**config.mk**
```make
export PLATFORM = sky130hd
export DESIGN_NAME = data_fetch_engine
export DESIGN_NICKNAME = d
export VERILOG_FILES = /design/src/rtl/dma_pkg.sv /design/src/rtl/dma_sync_fifo.sv /design/src/rtl/data_fetch_engine.sv
export SDC_FILE = /design/constraint.sdc
export NUM_CORES = 1
export LEC_CHECK = 0
export ABC_AREA = 0
export BUFFER_PORTS_ARGS = -buffer_cell sky130_fd_sc_hd__buf_4
export CELL_PAD_IN_SITES_DETAIL_PLACEMENT = 2
export CELL_PAD_IN_SITES_GLOBAL_PLACEMENT = 2
export CORE_UTILIZATION = 44
export CTS_CLUSTER_DIAMETER = 50
export DETAILED_ROUTE_END_ITERATION = 7
export PLACE_DENSITY_LB_ADDON = 0.1
export SYNTH_ARGS = -nofsm -noshare
export SYNTH_HDL_FRONTEND = slang
export SYNTH_SLANG_ARGS = --single-unit
```
**constraint.sdc**
```tcl
create_clock -name clk -period 3.45 [get_ports clk]
set_input_delay 0 -clock clk [delete_from_list [all_inputs] [get_ports clk]]
set_output_delay 0 -clock clk [all_outputs]
set_load 0.01 [all_outputs]
```
**src/rtl/dma_pkg.sv**
```systemverilog
// Shared definitions for the DMA descriptor/fetch datapath.
//   - fetch FSM state encoding
//   - word stride constants, shared with the descriptor processor
//   - default datapath width and data FIFO depth
package dma_pkg;

   typedef enum logic [1:0] {
      ST_IDLE = 2'b00,
      ST_REQ  = 2'b01,
      ST_DATA = 2'b10
   } fetch_state_e;

   localparam int WORD_BYTES     = 4;
   localparam int WORD_SHIFT     = 2;
   localparam int DEF_DATA_W     = 32;
   localparam int DEF_FIFO_DEPTH = 32;

endpackage : dma_pkg

```
**src/rtl/dma_sync_fifo.sv**
```systemverilog
// Single-clock first-word-fall-through FIFO.
//   clk, rstb    : clock, synchronous active-low reset
//   push         : write push_data this cycle (dropped when full)
//   pop          : consume the head word (ignored when empty)
//   out_valid    : head word present; out_data is zero while empty
//   full         : occupancy equals DEPTH
//   drop         : push attempted while full (combinational)
module dma_sync_fifo #(
   parameter int DATA_W = 32,
   parameter int AW     = 5,
   parameter int DEPTH  = 1 << AW
) (
   input  logic              clk,
   input  logic              rstb,
   input  logic              push,
   input  logic [DATA_W-1:0] push_data,
   input  logic              pop,
   output logic              out_valid,
   output logic [DATA_W-1:0] out_data,
   output logic              full,
   output logic              drop
);

   localparam logic [AW-1:0] LAST_PTR  = AW'(DEPTH - 1);
   localparam logic [AW:0]   FULL_CNT  = (AW + 1)'(DEPTH);

   logic [AW-1:0]     wr_ptr_q, wr_ptr_d;
   logic [AW-1:0]     rd_ptr_q, rd_ptr_d;
   logic [AW:0]       count_q, count_d;
   logic              empty;
   logic              push_ok;
   logic              pop_ok;
   logic [DATA_W-1:0] mem [DEPTH];

   // Pointers wrap explicitly so DEPTH need not be a power of two.
   function automatic logic [AW-1:0] next_ptr(input logic [AW-1:0] p);
      return (p == LAST_PTR) ? '0 : p + AW'(1);
   endfunction

   assign empty     = (count_q == '0);
   assign full      = (count_q == FULL_CNT);
   assign push_ok   = push & ~full;
   assign pop_ok    = pop & ~empty;
   assign drop      = push & full;
   assign out_valid = ~empty;
   assign out_data  = empty ? '0 : mem[rd_ptr_q];

   // NOTE: every always_comb output gets a default first so no path leaves it unassigned (no latch).
   always_comb begin
      wr_ptr_d = wr_ptr_q;
      rd_ptr_d = rd_ptr_q;
      count_d  = count_q + (AW + 1)'(push_ok) - (AW + 1)'(pop_ok);
      if (push_ok) wr_ptr_d = next_ptr(wr_ptr_q);
      if (pop_ok)  rd_ptr_d = next_ptr(rd_ptr_q);
   end

   // NOTE: sequential state uses non-blocking assignments so every flop samples pre-edge values.
   always_ff @(posedge clk) begin
      if (!rstb) begin
         wr_ptr_q <= '0;
         rd_ptr_q <= '0;
         count_q  <= '0;
      end else begin
         wr_ptr_q <= wr_ptr_d;
         rd_ptr_q <= rd_ptr_d;
         count_q  <= count_d;
      end
   end

   // NOTE: the storage array has no reset; occupancy gates what is visible, so stale words never escape.
   always_ff @(posedge clk) begin
      if (push_ok) mem[wr_ptr_q] <= push_data;
   end

endmodule : dma_sync_fifo

```
**src/rtl/data_fetch_engine.sv**
```systemverilog
// Data fetch engine: accepts fetch requests from the descriptor processor,
// issues one memory read burst per request and buffers returned beats in a
// FWFT data FIFO drained by the output stream. Owns the FIFO credit counter.
//   fetch_data/addr_data/length_data/ack_fetch_data : request handshake
//   subtract_room/datafifo_room                     : credit debit / credits
//   mem_rd_req/addr/len/gnt, mem_rd_valid/data      : memory read port
//   out_valid/out_data/out_ready                    : output stream
//   err_sticky                                      : protocol error, reset-only clear
module data_fetch_engine
   import dma_pkg::*;
#(
   parameter int DATA_W     = DEF_DATA_W,
   parameter int FIFO_DEPTH = DEF_FIFO_DEPTH,
   parameter int AW         = $clog2(FIFO_DEPTH)
) (
   input  logic              clk,
   input  logic              rstb,
   input  logic              fetch_data,
   input  logic [31:0]       addr_data,
   input  logic [7:0]        length_data,
   output logic              ack_fetch_data,
   input  logic              subtract_room,
   output logic [7:0]        datafifo_room,
   output logic              mem_rd_req,
   output logic [31:0]       mem_rd_addr,
   output logic [7:0]        mem_rd_len,
   input  logic              mem_rd_gnt,
   input  logic              mem_rd_valid,
   input  logic [DATA_W-1:0] mem_rd_data,
   output logic              out_valid,
   output logic [DATA_W-1:0] out_data,
   input  logic              out_ready,
   output logic              err_sticky
);

   localparam logic signed [9:0] DEPTH_S = 10'(FIFO_DEPTH);

   fetch_state_e state_q, state_d;
   logic         ack_q, ack_d;
   logic         req_q, req_d;
   logic [31:0]  addr_q, addr_d;
   logic [7:0]   len_q, len_d;
   logic [7:0]   cnt_q, cnt_d;
   logic [7:0]   room_q, room_d;
   logic         err_q, err_d;

   logic              push;
   logic              pop;
   logic              stray;
   logic              fifo_drop;
   logic              fifo_full;
   logic              credit_err;
   logic signed [9:0] room_calc;

   assign pop = out_valid & out_ready;

   dma_sync_fifo #(
      .DATA_W (DATA_W),
      .AW     (AW),
      .DEPTH  (FIFO_DEPTH)
   ) u_fifo (
      .clk       (clk),
      .rstb      (rstb),
      .push      (push),
      .push_data (mem_rd_data),
      .pop       (pop),
      .out_valid (out_valid),
      .out_data  (out_data),
      .full      (fifo_full),
      .drop      (fifo_drop)
   );

   // Fetch FSM next state.
   always_comb begin
      state_d = state_q;
      ack_d   = 1'b0;
      req_d   = req_q;
      addr_d  = addr_q;
      len_d   = len_q;
      cnt_d   = cnt_q;
      stray   = 1'b0;
      push    = 1'b0;
      case (state_q)
         ST_IDLE: begin
            stray = mem_rd_valid;
            if (fetch_data) begin
               ack_d  = 1'b1;
               addr_d = addr_data;
               len_d  = length_data;
               // Zero-length requests are acknowledged without touching memory.
               if (length_data != 8'd0) begin
                  req_d   = 1'b1;
                  state_d = ST_REQ;
               end
            end
         end
         ST_REQ: begin
            stray = mem_rd_valid;
            if (mem_rd_gnt) begin
               req_d   = 1'b0;
               cnt_d   = 8'd0;
               state_d = ST_DATA;
            end
         end
         ST_DATA: begin
            if (mem_rd_valid) begin
               push  = 1'b1;
               cnt_d = cnt_q + 8'd1;
               if (cnt_d == len_q) state_d = ST_IDLE;
            end
         end
         default: state_d = ST_IDLE;
      endcase
   end

   // Credits: debit and pop credit combine in one signed sum, then clamp.
   always_comb begin
      room_calc  = $signed({2'b00, room_q}) + $signed({9'd0, pop})
                 - (subtract_room ? $signed({2'b00, length_data}) : 10'sd0);
      credit_err = 1'b0;
      room_d     = room_calc[7:0];
      if (room_calc < 10'sd0) begin
         room_d     = 8'd0;
         credit_err = 1'b1;
      end else if (room_calc > DEPTH_S) begin
         room_d     = 8'(FIFO_DEPTH);
         credit_err = 1'b1;
      end
   end

   assign err_d = err_q | stray | fifo_drop | credit_err;

   always_ff @(posedge clk) begin
      if (!rstb) begin
         state_q <= ST_IDLE;
         ack_q   <= 1'b0;
         req_q   <= 1'b0;
         addr_q  <= '0;
         len_q   <= '0;
         cnt_q   <= '0;
         room_q  <= 8'(FIFO_DEPTH);
         err_q   <= 1'b0;
      end else begin
         state_q <= state_d;
         ack_q   <= ack_d;
         req_q   <= req_d;
         addr_q  <= addr_d;
         len_q   <= len_d;
         cnt_q   <= cnt_d;
         room_q  <= room_d;
         err_q   <= err_d;
      end
   end

   assign ack_fetch_data = ack_q;
   assign mem_rd_req     = req_q;
   assign mem_rd_addr    = addr_q;
   assign mem_rd_len     = len_q;
   assign datafifo_room  = room_q;
   assign err_sticky     = err_q;

endmodule : data_fetch_engine

```
### After elaboration in Yosys (flattened, before gate mapping)

Memory sizes are Yosys's and may differ from the RTL's. A register that Yosys moved wholly into a read port is not among the register bits.
Index checks and enable logic that the tools add are counted.

| storage, ports and cells | value |
|---|---|
| bits in registers | 77 |
| memories | 1 |
| output and inout port bits | 84 |
| input bits | 79 |
| bits in writable memories | 1024 |
| logic and storage cells | 84 |

Memories:

| memory | depth | bits a word | rd ports | clocked after Yosys merged registers in | wr ports | line | source |
|---|---|---|---|---|---|---|---|
| u_fifo.mem | 32 | 32 | 1 | 1 | 1 | dma_sync_fifo.sv:33 | `logic [DATA_W-1:0] mem [DEPTH];` |

| operators by class | value |
|---|---|
| add/subtract/negate cells | 7 |
| magnitude comparators | 2 |
| reduce and logical (&&, ||, !) cells | 12 |
| mux-type cells | 29 |
| bitwise logic cells | 10 |
| equal/unequal tests | 11 |

Operators with widths:

| kind | number |
|---|---|
| $mux W32 | 1 |
| $mux W8 | 3 |
| $mux W5 | 4 |
| $pmux W8 S2 | 1 |
| $mux W6 | 2 |
| $mux W1 | 11 |
| $add A5 B1 Y5 const B | 2 |
| $eq A5 B5 Y1 const B | 2 |
| $gt A10 B7 Y1 const B | 1 |
| $lt A10 B1 Y1 const B | 1 |
| $mux W2 | 5 |
| $ne A2 B2 Y1 const B | 5 |
| $sub A9 B8 Y10 | 1 |
| $add A8 B1 Y9 | 1 |
| $add A8 B1 Y8 const B | 1 |
| $eq A8 B8 Y1 | 1 |
| $reduce_bool A8 Y1 | 1 |
| $add A6 B1 Y6 | 1 |
| $eq A6 B6 Y1 const B | 1 |
| $logic_not A6 Y1 | 1 |
| $pmux W2 S3 | 1 |
| $sub A6 B1 Y6 | 1 |
| $reduce_and A5 Y1 | 1 |
| $and A1 B1 Y1 | 4 |
| 12 further kinds | 18 |

### Depth between registers and ports, before layout

Gate-level depths: netlist of run 1.

| depth | value |
|---|---|
| depth in word-level cells | 9 |
| gate-level depth with buffers | 19 |
| mapped depth without buffers | 18 |

### By module

Synthesis of run 1 repeated with hierarchy kept, for this count alone.

| second synthesis, totals | value |
|---|---|
| cell total of the unflattened synthesis | 2068 |
| area total of the unflattened synthesis | 43203.9 um^2 |

Modules (own cells, without submodules):

| module | times used | cells each | seq. area each (um^2) | area an instance (um^2) |
|---|---|---|---|---|
| dma_sync_fifo | 1 | 1698 | 31169.9 | 40288.6 |
| data_fetch_engine | 1 | 370 | 1221.2 | 2915.3 |

### Worst setup path after synthesis of run 1

Ideal clock, no wire load.

| timing path | value |
|---|---|
| path kind | register to register |
| start point | register u_fifo.count_q[2] |
| end point | register room_q[0], in the netlist datafifo_room[0] |
| setup slack | 0.021 ns |
| buffers on the path | 1 |
| required time | 3.389 ns |
| period minus slack after synthesis | 3.429 ns |
| cell stages (with the launch flop) | 18 |
| library setup time | 0.061 ns |
| arrival time | 3.367 ns |
| cell sequence | dfxtp_1 inv_1 ha_1 nor3b_1 and2_1 clkbuf_1 inv_1 nand2_1 ha_1 inv_1 ha_1 fa_1 a21oi_1 o21bai_1 xor2_1 or3_1 a21oi_1 and4_1 |

| on the way | value |
|---|---|
| longest elaborated chain between the ends | 7 |
| elaborated cells on any way between the ends | 8 |
| those cells by class | add/sub: 2; order compare: 2; bitwise: 2; reduce/logical: 2 |

RTL lines:

| element | line | source |
|---|---|---|
| from (decl) | dma_sync_fifo.sv:29 | `logic [AW:0] count_q, count_d;` |
| from (signal assigned) | dma_sync_fifo.sv:66 | `count_q <= count_d;` |
| $logic_not A6 Y1 * | dma_sync_fifo.sv:40 | `assign empty = (count_q == '0);` |
| $not A1 Y1 * | dma_sync_fifo.sv:45 | `assign out_valid = ~empty;` |
| named net out_valid | data_fetch_engine.sv:30 | `output logic out_valid,` |
| $and A1 B1 Y1 * | data_fetch_engine.sv:55 | `assign pop = out_valid & out_ready;` |
| $add A8 B1 Y9 * | data_fetch_engine.sv:118 | `room_calc = $signed({2'b00, room_q}) + $signed({9'd0, pop})` |
| $sub A9 B8 Y10 * | data_fetch_engine.sv:119 | `- (subtract_room ? $signed({2'b00, length_data}) : 10'sd0);` |
| $lt A10 B1 Y1 / $gt A10 B7 Y1 (equally long branches) | data_fetch_engine.sv:122, data_fetch_engine.sv:125 |  |
| $reduce_or A3 Y1 (no line) | -- |  |
| to (signal assigned) | data_fetch_engine.sv:141 | `room_q <= 8'(FIFO_DEPTH);` |
| to (signal assigned) | data_fetch_engine.sv:150 | `room_q <= room_d;` |
| to (decl) | data_fetch_engine.sv:44 | `logic [7:0] room_q, room_d;` |

The timed path passes the listed nets; every way through them passes the cells marked *.
A chain may end at the register's enable or synchronous reset.

==> results of run 1 <==
==> final cells by class <==
cell class	count	area [sq um]
multi-input cells	779	10200
clock buffers	165	3630
fillers	8100	43900
repair buffers	432	3970
inverters	25	93.8
well taps	1276	1600
flip-flops and latches	1106	32400
clock inverters	77	781
==> worst paths after layout <==
path | startpoint | to | slack (ns) | cells past startpoint
setup / recovery | flip-flop | out_data[31] | 0.11 | 7
hold / removal | rstb | datafifo_room[5] | 0.17 | 3
setup reg to reg | u_fifo.count_q[2] | datafifo_room[0] | 0.18 | 15
hold reg to reg | u_fifo.rd_ptr_q[4] | flip-flop | 0.48 | 2
==> layer usage <==
metal / up-vias / GRT usage (%) / wire length, um
met4: 4 / 8.99 / 3750
li1: 9269 / - / -
met1: 12500 / 34.9 / 52700
met2: 862 / 48.4 / 70400
met5: - / 0 / 27
met3: 231 / 5.47 / 7820
==> flip-flops by register name, summed over array words and instances (netlist names), named ones only <==
name	flops
err_sticky	1
mem_rd_addr	32
mem_rd_len	8
u_fifo.mem	1024
cnt_q	8
u_fifo.count_q	6
mem_rd_req	1
u_fifo.rd_ptr_q	5
datafifo_room	8
ack_fetch_data	1
state_q	2
u_fifo.wr_ptr_q	5
==> worst max-delay path: stages, from the launching register on <==
cell and delay [ns]:
dfxtp_4 0.59, buf_12 0.24, buf_4 0.36, mux4_2 0.39, mux4_2 0.52, mux2i_1 0.18
nor2_1 0.08, buf_4 0.18
==> layout by cell type (no fill, tap or decap), drive strengths merged, types with 3 or more instances in the layout <==
master,n
a21oi,68
a31oi,4
and2,5
and3,6
and4,5
buf,279
bufinv,13
clkbuf,165
clkinv,46
clkinvlp,7
dfxtp,82
dlygate4sd3,152
edfxtp,1024
fa,3
ha,33
inv,36
mux2i,34
mux4,320
nand2,108
nand2b,3
nand3,8
nand3b,4
nor2,91
nor3,9
nor3b,3
o21ai,20
o21bai,3
or3,4
or4,3
xnor2,12
xor2,6
==> Yosys cell counts, drive strengths merged, types with 2 or more instances <==
cell type,count
a21o,2
a21oi,68
a311oi,2
a31oi,4
and2,5
and3,6
and4,5
buf,50
clkbuf,53
dfxtp,82
edfxtp,1024
fa,3
ha,33
inv,24
mux2i,34
mux4,320
nand2,108
nand2b,3
nand3,8
nand3b,4
nor2,91
nor3,9
nor3b,3
nor4,2
o211a,2
o21a,2
o21ai,20
o21bai,3
or3,4
or3b,2
or4,3
xnor2,12
xor2,6
==> cell families (layout without fill, tap and decap cells) <==
logic type	Yosys count	count (layout)	share of synthesized area (%)
adders and majority gates	36	36	1.10
and+or+nand+nor	258	258	2.64
DFF	1106	1106	75.5
AOI/OAI and AO/OA	110	110	1.43
muxes	355	355	17.6
xor gates and xnor gates	18	18	0.368
other	1	2	0.00875
buffers and inverters	128	699	1.28
==> power by group <==
| part | internal, uW | switching (uW) |
|---|---|---|
| clock network | 8480 | 5830 |
| registers | 14800 | 154 |
| logic | 2730 | 2670 |
| total | 26000 | 8650 |
==> what timing repair did <==
item                                    in CTS  in global routing
endpoints found under the hold margin     1099                  0
pin swaps                                    1                  6
setup buffers                                1                 16
endpoints found under the setup margin      18                 23
hold buffers                               152                  0
gates resized for setup                     10                  5
gates cloned                                 1                  0
==> stage by stage <==
stage | power [uW] | instance area, sq um
after floorplan | 18400 | 42900
after global placement | 20000 | 46500
after global routing | 35700 | 52700
after CTS | 34800 | 52500
final | 34600 | 52700
after detailed placement | 20200 | 46500
==> impl_metrics.json, run 1 <==
{
  "ys.warnings.count": 0,
  "grt_max_degree": 45,
  "period_share_pct": 96.7,
  "synth_flop_cell": "edfxtp_1",
  "drc": 0,
  "grt_pass1_vias": 25600,
  "clock_latency_ns": 0.75,
  "drv_slew": 0,
  "yosysTopAreaCellShare_pct": 71.7,
  "cp-end-kind": "output pin",
  "grtUsageTotal_pct": 27.8,
  "htreeDepth": 4,
  "syn-cell-area_sq_mm": 0.0429,
  "clk_pin_slew_ns": 0.06,
  "wl_per_cell_um": 34.9,
  "tritoncts": "done",
  "async_reset_ff_share_pct": 0,
  "clock.fmax_mhz": 300,
  "die_x_um": 314,
  "layout-drive-gt1-share_pct": 32.7,
  "port-buffer-count": 162,
  "setup_slack_ns": 0.114,
  "cts_sinks": 1106,
  "dp_hpwl_um": 72100,
  "instances_no_fill": 3860,
  "start_util_pct": 44.4,
  "core_sq_mm": 0.0966,
  "vias_per_cell": 5.92,
  "die-height_um": 314,
  "root_buffer": "clkbuf_16",
  "crit_required_ns": 3.45,
  "max_slew_margin_pct": 12.5,
  "drt.antenna.violating_nets": 0,
  "synth_seq_area_share_pct": 75.5,
  "num_io_pins": 163,
  "ys_ff_latch": 1106,
  "synth_edf_count": 1024,
  "outcome": "completed",
  "final.setup.tns_ns": 0,
  "antenna_cells": 0,
  "cts_max_path_buffers": 3,
  "period_minus_slack_ns": 3.34,
  "crit_fanout": 20,
  "place.gp.congestion": 0.747,
  "min_path_type": "primary input to flip-flop",
  "nNetsFinal": 2594,
  "grt_overflow_total": 0,
  "syn_avg_cell_area_sq_um": 21.3,
  "power.density_mw_per_mm2": 657,
  "placed_cells": 3448,
  "path_class": "flip-flop to output pin",
  "tightest_slew_ns": 1.31,
  "hold_ws_ns": 0.167,
  "hold_viol_final": 0,
  "grt_pass1_wl_um": 190000,
  "yosysUniqueCellTypes": 52,
  "dieArea_sq_mm": 0.0987,
  "clock-skew-final_ns": 0.0347,
  "synth_top_cells_by_area": "edfxtp_1 (72%), mux4_2 (17%), dfxtp_1 (3.8%)",
  "syn_inst": 2012,
  "leakage_uw": 0.0169,
  "rows": 114,
  "areaGrowthSynthToFinish_pct": 22.9,
  "drt-initial-drc-count": 2110,
  "final_util_pct": 54.6,
  "preCtsSetupSlack_ns": -0.0984,
  "vdd_drop_max_uv": 459,
  "antenna_found_initial": 4,
  "yosys.area.top_type": "edfxtp_1",
  "crit_path_start_kind": "flip-flop",
  "drt-total-wl_um": 135000,
  "arrival_ns": 3.34,
  "drv_cap": 0,
  "vias": 22800,
  "setup_violations": 0,
  "first_pass_iters": 5,
  "numCtsBuffers": 135
}
Note: power is estimated with default switching activity, not from simulation.
==> run 2: changes to the inputs <==
--- a/config.mk
+++ b/config.mk
@@ -13,6 +13,7 @@
 export CTS_CLUSTER_DIAMETER = 50
 export DETAILED_ROUTE_END_ITERATION = 7
 export PLACE_DENSITY_LB_ADDON = 0.1
+export REMOVE_ABC_BUFFERS = 1
 export SYNTH_ARGS = -nofsm -noshare
 export SYNTH_HDL_FRONTEND = slang
 export SYNTH_SLANG_ARGS = --single-unit
==> impl_metrics.json, run 2 (synthesis gave the netlist of run 1 again) <==
{
  "most-common-layout-cells": "edfxtp_1 (1,024), mux4_2 (320), buf_4 (212)",
  "min_path_type": "primary input to flip-flop",
  "largest_reg_flops": 1024,
  "clk_pin_slew_ns": 0.06,
  "leakage_uw": 0.0168,
  "crit_top_cell": "mux4_2",
  "numCtsBuffers": 135,
  "nNetsFinal": 2566,
  "layout_commonest_cell": "edfxtp_1",
  "grt_overflow_total": 0,
  "grt_max_degree": 66,
  "holdPathStages": 5,
  "antenna_cells": 0,
  "p_sw_share_pct": 24.9,
  "crit_fanout": 21,
  "clock.fmax_mhz": 296,
  "die-height_um": 314,
  "core_sq_mm": 0.0966,
  "cp.depth": 7,
  "grt_pass1_vias": 25600,
  "drt-total-wl_um": 137000,
  "drv_slew": 0,
  "final.setup.tns_ns": 0,
  "wl_per_cell_um": 35.8,
  "drt-initial-drc-count": 1960,
  "dieArea_sq_mm": 0.0987,
  "crit_buf_inv": 3,
  "crit_path_start_kind": "flip-flop",
  "seqPwrFrac_pct": 43.4,
  "clock_latency_ns": 0.72,
  "place.gp.congestion": 0.746,
  "cts_max_path_buffers": 3,
  "rsz0062_at_grt": "no",
  "p_int_uw": 25800,
  "die_x_um": 314,
  "outcome": "completed",
  "regMostFlops": "u_fifo.mem",
  "crit_required_ns": 3.45,
  "period_share_pct": 97.8,
  "path_class": "flip-flop to output pin",
  "drc": 0,
  "tritoncts": "done",
  "final_util_pct": 54.4,
  "power.share.clock_pct": 40.9,
  "multi_input_area_sq_mm": 0.0102,
  "num_io_pins": 163,
  "grt_pass1_wl_um": 194000,
  "antenna_found_initial": 1,
  "max_stage_delay_ns": 0.58,
  "root_buffer": "clkbuf_16",
  "regArea_sq_mm": 0.0324,
  "first_pass_iters": 5,
  "rows": 114,
  "cp-end-kind": "output pin",
  "clock-skew-final_ns": 0.0220,
  "hold_viol_final": 0,
  "tightest_slew_ns": 1.30,
  "cts_sinks": 1106,
  "setup_violations": 0,
  "dp_hpwl_um": 73600,
  "crit_chain": "buf_12 > buf_6 > mux4_2 > mux4_2 > mux2i_1 > nor2_1 > buf_4",
  "htreeDepth": 4,
  "port-buffer-count": 162,
  "start_util_pct": 44.4,
  "vias": 22700,
  "vdd_drop_max_uv": 388,
  "grtUsageTotal_pct": 28.3,
  "fillers": 8100,
  "power_switching_uw": 8550,
  "drt.antenna.violating_nets": 0,
  "period_minus_slack_ns": 3.37,
  "slowest_stage": "mux4_2",
  "drv_cap": 0,
  "cpLargestDelayFamily": "multiplexers",
  "r2r_cells": 16,
  "areaGrowthSynthToFinish_pct": 22.4,
  "power.density_mw_per_mm2": 655,
  "vias_per_cell": 5.94,
  "max_slew_margin_pct": 12.8,
  "arrival_ns": 3.37,
  "combPwrFrac_pct": 15.7,
  "layout-drive-gt1-share_pct": 32.0
}
## run 2: cell types whose count changed in the layout (fill, tap and decap cells not counted), moves of 4 or more
cell | previous run | this run
clkinv_2 | 11 | 26
inv_6 | 12 | 4
buf_4 | 253 | 212
clkinv_1 | 28 | 16
buf_12 | 23 | 34
dlygate4sd3_1 | 152 | 156
mux2i_2 | 4 | 0
## run 2: power groups by stage
stage | Sequential [uW] | Combinational (uW) | Clock [uW]
2_1_floorplan | 15600 | 3050 | 0
3_3_place_gp | 15200 | 4910 | 0
3_5_place_dp | 15200 | 5070 | 0
4_1_cts | 14900 | 5410 | 14300
5_1_grt | 14900 | 5780 | 14700
6_report | 14900 | 5390 | 14100
## run 2: layout make-up
class | instances | share of cell area (%)
Clock buffer | 170 | 7.03
Clock inverter | 64 | 1.18
Inverter | 25 | 0.179
Multi-Input combinational cell | 779 | 19.5
Sequential cell | 1106 | 61.7
Tap cell | 1276 | 3.04
Timing Repair Buffer | 404 | 7.34
## run 2: worst paths after layout
path / start / endpoint / slack, ns
hold reg to reg: u_fifo.rd_ptr_q[4] / flip-flop / 0.47
hold / removal: subtract_room / datafifo_room[5] / 0.07
setup reg to reg: u_fifo.count_q[2] / err_sticky / 0.17
setup / recovery: flip-flop / out_data[7] / 0.08
## run 2: worst min-delay path, delay by kind of cell
family | cells | cell delay (ns)
and+or+nand+nor | 1 | 0.11
buffers and inverters | 1 | 0.14
adders and majority gates | 1 | 0.26
AOI/OAI and AO/OA | 2 | 0.20
## run 2: timing repair
action | CTS | global route
hold buffers | 156 | 0
pin swaps | 1 | 7
resized for setup | 8 | 10
buffers inserted | 4 | 0
hold endpoints to repair | 1103 | 0
endpoints found under the setup margin | 16 | 8
## run 2: layer usage
layer / vias to the layer above / track usage, % / part of all wire, %
met1: 12500 / 36.2 / 40
li1: 9207 / - / -
met5: - / 0 / 0
met4: 0 / 7.52 / 2.3
met3: 190 / 4.54 / 4.9
met2: 830 / 50.1 / 53
## run 2: metrics by stage
step                      worst slack, ns  instances  total power, uW  hold slack [ns]  cell area [sq um]
final                              0.0752       3824            34400           0.0688              52500
after global routing               0.0191       3824            35400            0.105              52500
after CTS                         0.00794       3825            34600           0.0156              52500
after detailed placement           -0.180       3431            20300            0.261              46500
after global placement            -0.0488       3431            20100            0.247              46500
after floorplan                     -8.34       1910            18600           0.0989              42400
==> run 3: changes to the inputs <==
--- a/config.mk
+++ b/config.mk
@@ -9,7 +9,7 @@
 export BUFFER_PORTS_ARGS = -buffer_cell sky130_fd_sc_hd__buf_4
 export CELL_PAD_IN_SITES_DETAIL_PLACEMENT = 2
 export CELL_PAD_IN_SITES_GLOBAL_PLACEMENT = 2
-export CORE_UTILIZATION = 44
+export CORE_UTILIZATION = 49
 export CTS_CLUSTER_DIAMETER = 50
 export DETAILED_ROUTE_END_ITERATION = 7
 export PLACE_DENSITY_LB_ADDON = 0.1
==> constraint.sdc (replaced) <==
create_clock -name clk -period 3.3 [get_ports clk]
set_input_delay 0 -clock clk [delete_from_list [all_inputs] [get_ports clk]]
set_output_delay 0 -clock clk [all_outputs]
set_load 0.01 [all_outputs]
==> impl_metrics.json, run 3 <==
{
  "synth_edf_count": 1024,
  "stop_stage": "detailed placement",
  "yosys.area.top_type": "edfxtp_1",
  "ys_ff_latch": 1106,
  "first-error": "[ERROR DPL-0033] detailed placement checks failed during check placement.",
  "start_util_pct": 49.4,
  "synth.most_common_cell": "edfxtp_1",
  "ys_top_cells_by_count": "edfxtp_1 (1,024), mux4_2 (320), nand2_1 (108), nor2_1 (91), dfxtp_1 (82)",
  "die_x_um": 298,
  "outcome": "did not finish",
  "num_io_pins": 163,
  "synth_flop_cell": "edfxtp_1",
  "die-height_um": 298,
  "place.gp.congestion": 0.768,
  "ys.warnings.count": 0,
  "async_reset_ff_share_pct": 0,
  "port-buffer-count": 162,
  "syn-cell-area_sq_mm": 0.0429,
  "yosysTopAreaCellShare_pct": 71.7,
  "rows": 108,
  "dp_hpwl_um": 79800,
  "syn_inst": 2012,
  "yosysUniqueCellTypes": 52,
  "synth_top_cells_by_area": "edfxtp_1 (72%), mux4_2 (17%), dfxtp_1 (3.8%)",
  "synth_seq_area_share_pct": 75.5,
  "syn_avg_cell_area_sq_um": 21.3
}
run 3: kinds of logic after synthesis:
logic type      Yosys count  share of synthesized area [%]
compound gates          110                           1.43
xor+xnor                 18                          0.368
fa+ha+maj                36                           1.10
buf+inv                 128                           1.28
flops                  1106                           75.5
mux                     355                           17.6
other cells               1                        0.00875
simple gates            258                           2.64
run 3: through the flow:
stage          instances  setup TNS, ns  worst slack, ns  area, sq um
2_1_floorplan       1910        -275.46            -8.49        42400
3_3_place_gp        3324         -0.712           -0.115        46400
==> run 4: changes to the inputs <==
--- a/config.mk
+++ b/config.mk
@@ -7,12 +7,9 @@
 export LEC_CHECK = 0
 export ABC_AREA = 0
 export BUFFER_PORTS_ARGS = -buffer_cell sky130_fd_sc_hd__buf_4
-export CELL_PAD_IN_SITES_DETAIL_PLACEMENT = 2
-export CELL_PAD_IN_SITES_GLOBAL_PLACEMENT = 2
-export CORE_UTILIZATION = 49
-export CTS_CLUSTER_DIAMETER = 50
+export CORE_UTILIZATION = 40
 export DETAILED_ROUTE_END_ITERATION = 7
-export PLACE_DENSITY_LB_ADDON = 0.1
+export PLACE_DENSITY_LB_ADDON = 0.15
 export REMOVE_ABC_BUFFERS = 1
 export SYNTH_ARGS = -nofsm -noshare
 export SYNTH_HDL_FRONTEND = slang
==> impl_metrics.json, run 4 (synthesis gave the netlist of run 1 again) <==
{
  "outcome": "finished with violations",
  "violations": "DRC",
  "drv_slew": 0,
  "dieArea_sq_mm": 0.109,
  "placed_area_sq_mm": 0.0469,
  "tightest_slew_ns": 1.24,
  "cts_max_path_buffers": 3,
  "cts_sinks": 1106,
  "crit_buf_inv": 3,
  "grt_overflow_total": 0,
  "r2r_cells": 17,
  "start_util_pct": 40.6,
  "most-common-layout-cells": "edfxtp_1 (1,024), mux4_2 (320), buf_4 (199)",
  "grt_max_degree": 68,
  "drt.antenna.violating_nets": 0,
  "arrival_ns": 3.19,
  "die_x_um": 329,
  "hold_viol_final": 0,
  "fin_area_sq_mm": 0.0523,
  "htreeDepth": 3,
  "r2r_start": "u_fifo.count_q[2]",
  "grt_pass1_wl_um": 158000,
  "final.setup.tns_ns": 0,
  "clock-skew-final_ns": 0.0301,
  "nNetsFinal": 2547,
  "vias_per_cell": 5.53,
  "max_stage_delay_ns": 0.55,
  "antenna_found_initial": 2,
  "wl_per_cell_um": 27.8,
  "leakage_uw": 0.0165,
  "cp.depth": 7,
  "cp-end-kind": "output pin",
  "largest_reg_flops": 1024,
  "drv_cap": 0,
  "regMostFlops": "u_fifo.mem",
  "rows": 119,
  "vdd_drop_max_uv": 474,
  "core_sq_mm": 0.106,
  "clock_latency_ns": 0.70,
  "reg2reg_slack_ns": 0.17,
  "power_uw": 33900,
  "setup_violations": 0,
  "port-buffer-count": 162,
  "first_pass_iters": 8,
  "numCtsBuffers": 113,
  "hold_ws_ns": 0.0531,
  "reg2reg_to": "datafifo_room[1]",
  "period_share_pct": 96.7,
  "setup_slack_ns": 0.110,
  "clock.fmax_mhz": 314,
  "tritoncts": "done",
  "root_buffer": "clkbuf_16",
  "holdPathStages": 5,
  "crit_path_start_kind": "flip-flop",
  "power.density_mw_per_mm2": 647,
  "clk_pin_slew_ns": 0.06,
  "critPathCapture": "out_data[28]",
  "layout-drive-gt1-share_pct": 31.3,
  "drc": 5,
  "drt-initial-drc-count": 1822,
  "layout_commonest_cell": "edfxtp_1",
  "grt_pass1_vias": 22800,
  "crit_chain": "buf_4 > clkbuf_16 > mux4_2 > mux4_2 > mux2i_1 > nor2_1 > buf_4",
  "dp_hpwl_um": 59500,
  "cpLargestDelayFamily": "multiplexers",
  "place.gp.congestion": 0.760,
  "preCtsSetupSlack_ns": -0.266,
  "hp-start": "subtract_room",
  "period_minus_slack_ns": 3.19,
  "die-height_um": 329,
  "areaGrowthSynthToFinish_pct": 22.0,
  "drt-total-wl_um": 109000,
  "slowest_stage": "mux4_2",
  "grtUsageTotal_pct": 20.3,
  "max_slew_margin_pct": 17.0,
  "crit_fanout": 12,
  "vias": 21700,
  "min_path_type": "primary input to flip-flop",
  "crit_required_ns": 3.30,
  "path_class": "flip-flop to output pin",
  "num_io_pins": 163
}
==> run 4: worst min-delay path, stage by stage <==
cell,delay [ns]
buf_4,0.14
nand2_1,0.12
fa_1,0.25
a311oi_1,0.07
a31oi_1,0.13
==> run 4: metal layers <==
layer	routed length (um)	track usage (%)	vias up
li1	-	-	9188
met1	46900	28.3	11700
met2	54000	33.5	656
met3	5910	3.29	153
met4	2170	4.88	2
met5	8	0	-
==> run 4: through the flow <==
stage	cells	utilization, %
2_1_floorplan	1910	-
3_3_place_gp	3545	44.3
3_5_place_dp	3545	44.3
4_1_cts	3917	49.4
5_1_grt	3921	49.5
6_report	3921	49.5
==> run 4: what timing repair did <==
action / CTS / global route
hold buffers: 156 / 0
gates resized for setup: 7 / 20
pin swaps: 4 / 5
buffers inserted: 4 / 2
endpoints found under the hold margin: 1094 / 0
cloned: 0 / 2
setup endpoints to repair: 32 / 20
==> run 4: how the worst min path moves through the flow <==
stage	end
floorplan	u_fifo.mem[0][0]
global placement	mem_rd_addr[17]
detailed placement	mem_rd_addr[1]
CTS	datafifo_room[5]
global route	datafifo_room[5]
finish	datafifo_room[5]
==> run 4: layout make-up <==
class	count	area (sq um)
multi-input cells	779	10300
clock buffers	142	3000
inverters	25	93.8
flip-flops and latches	1106	32400
fillers	8452	53400
well taps	1391	1740
repair buffers	407	4130
clock inverters	70	696
diodes	1	2.50
==> run 4: report_power, final <==
part,internal [uW],switching (uW),leakage [uW]
Sequential,15400,133,0.00988
Combinational,2910,2660,0.00485
Clock,7380,5350,0.00180
Total,25700,8150,0.0165
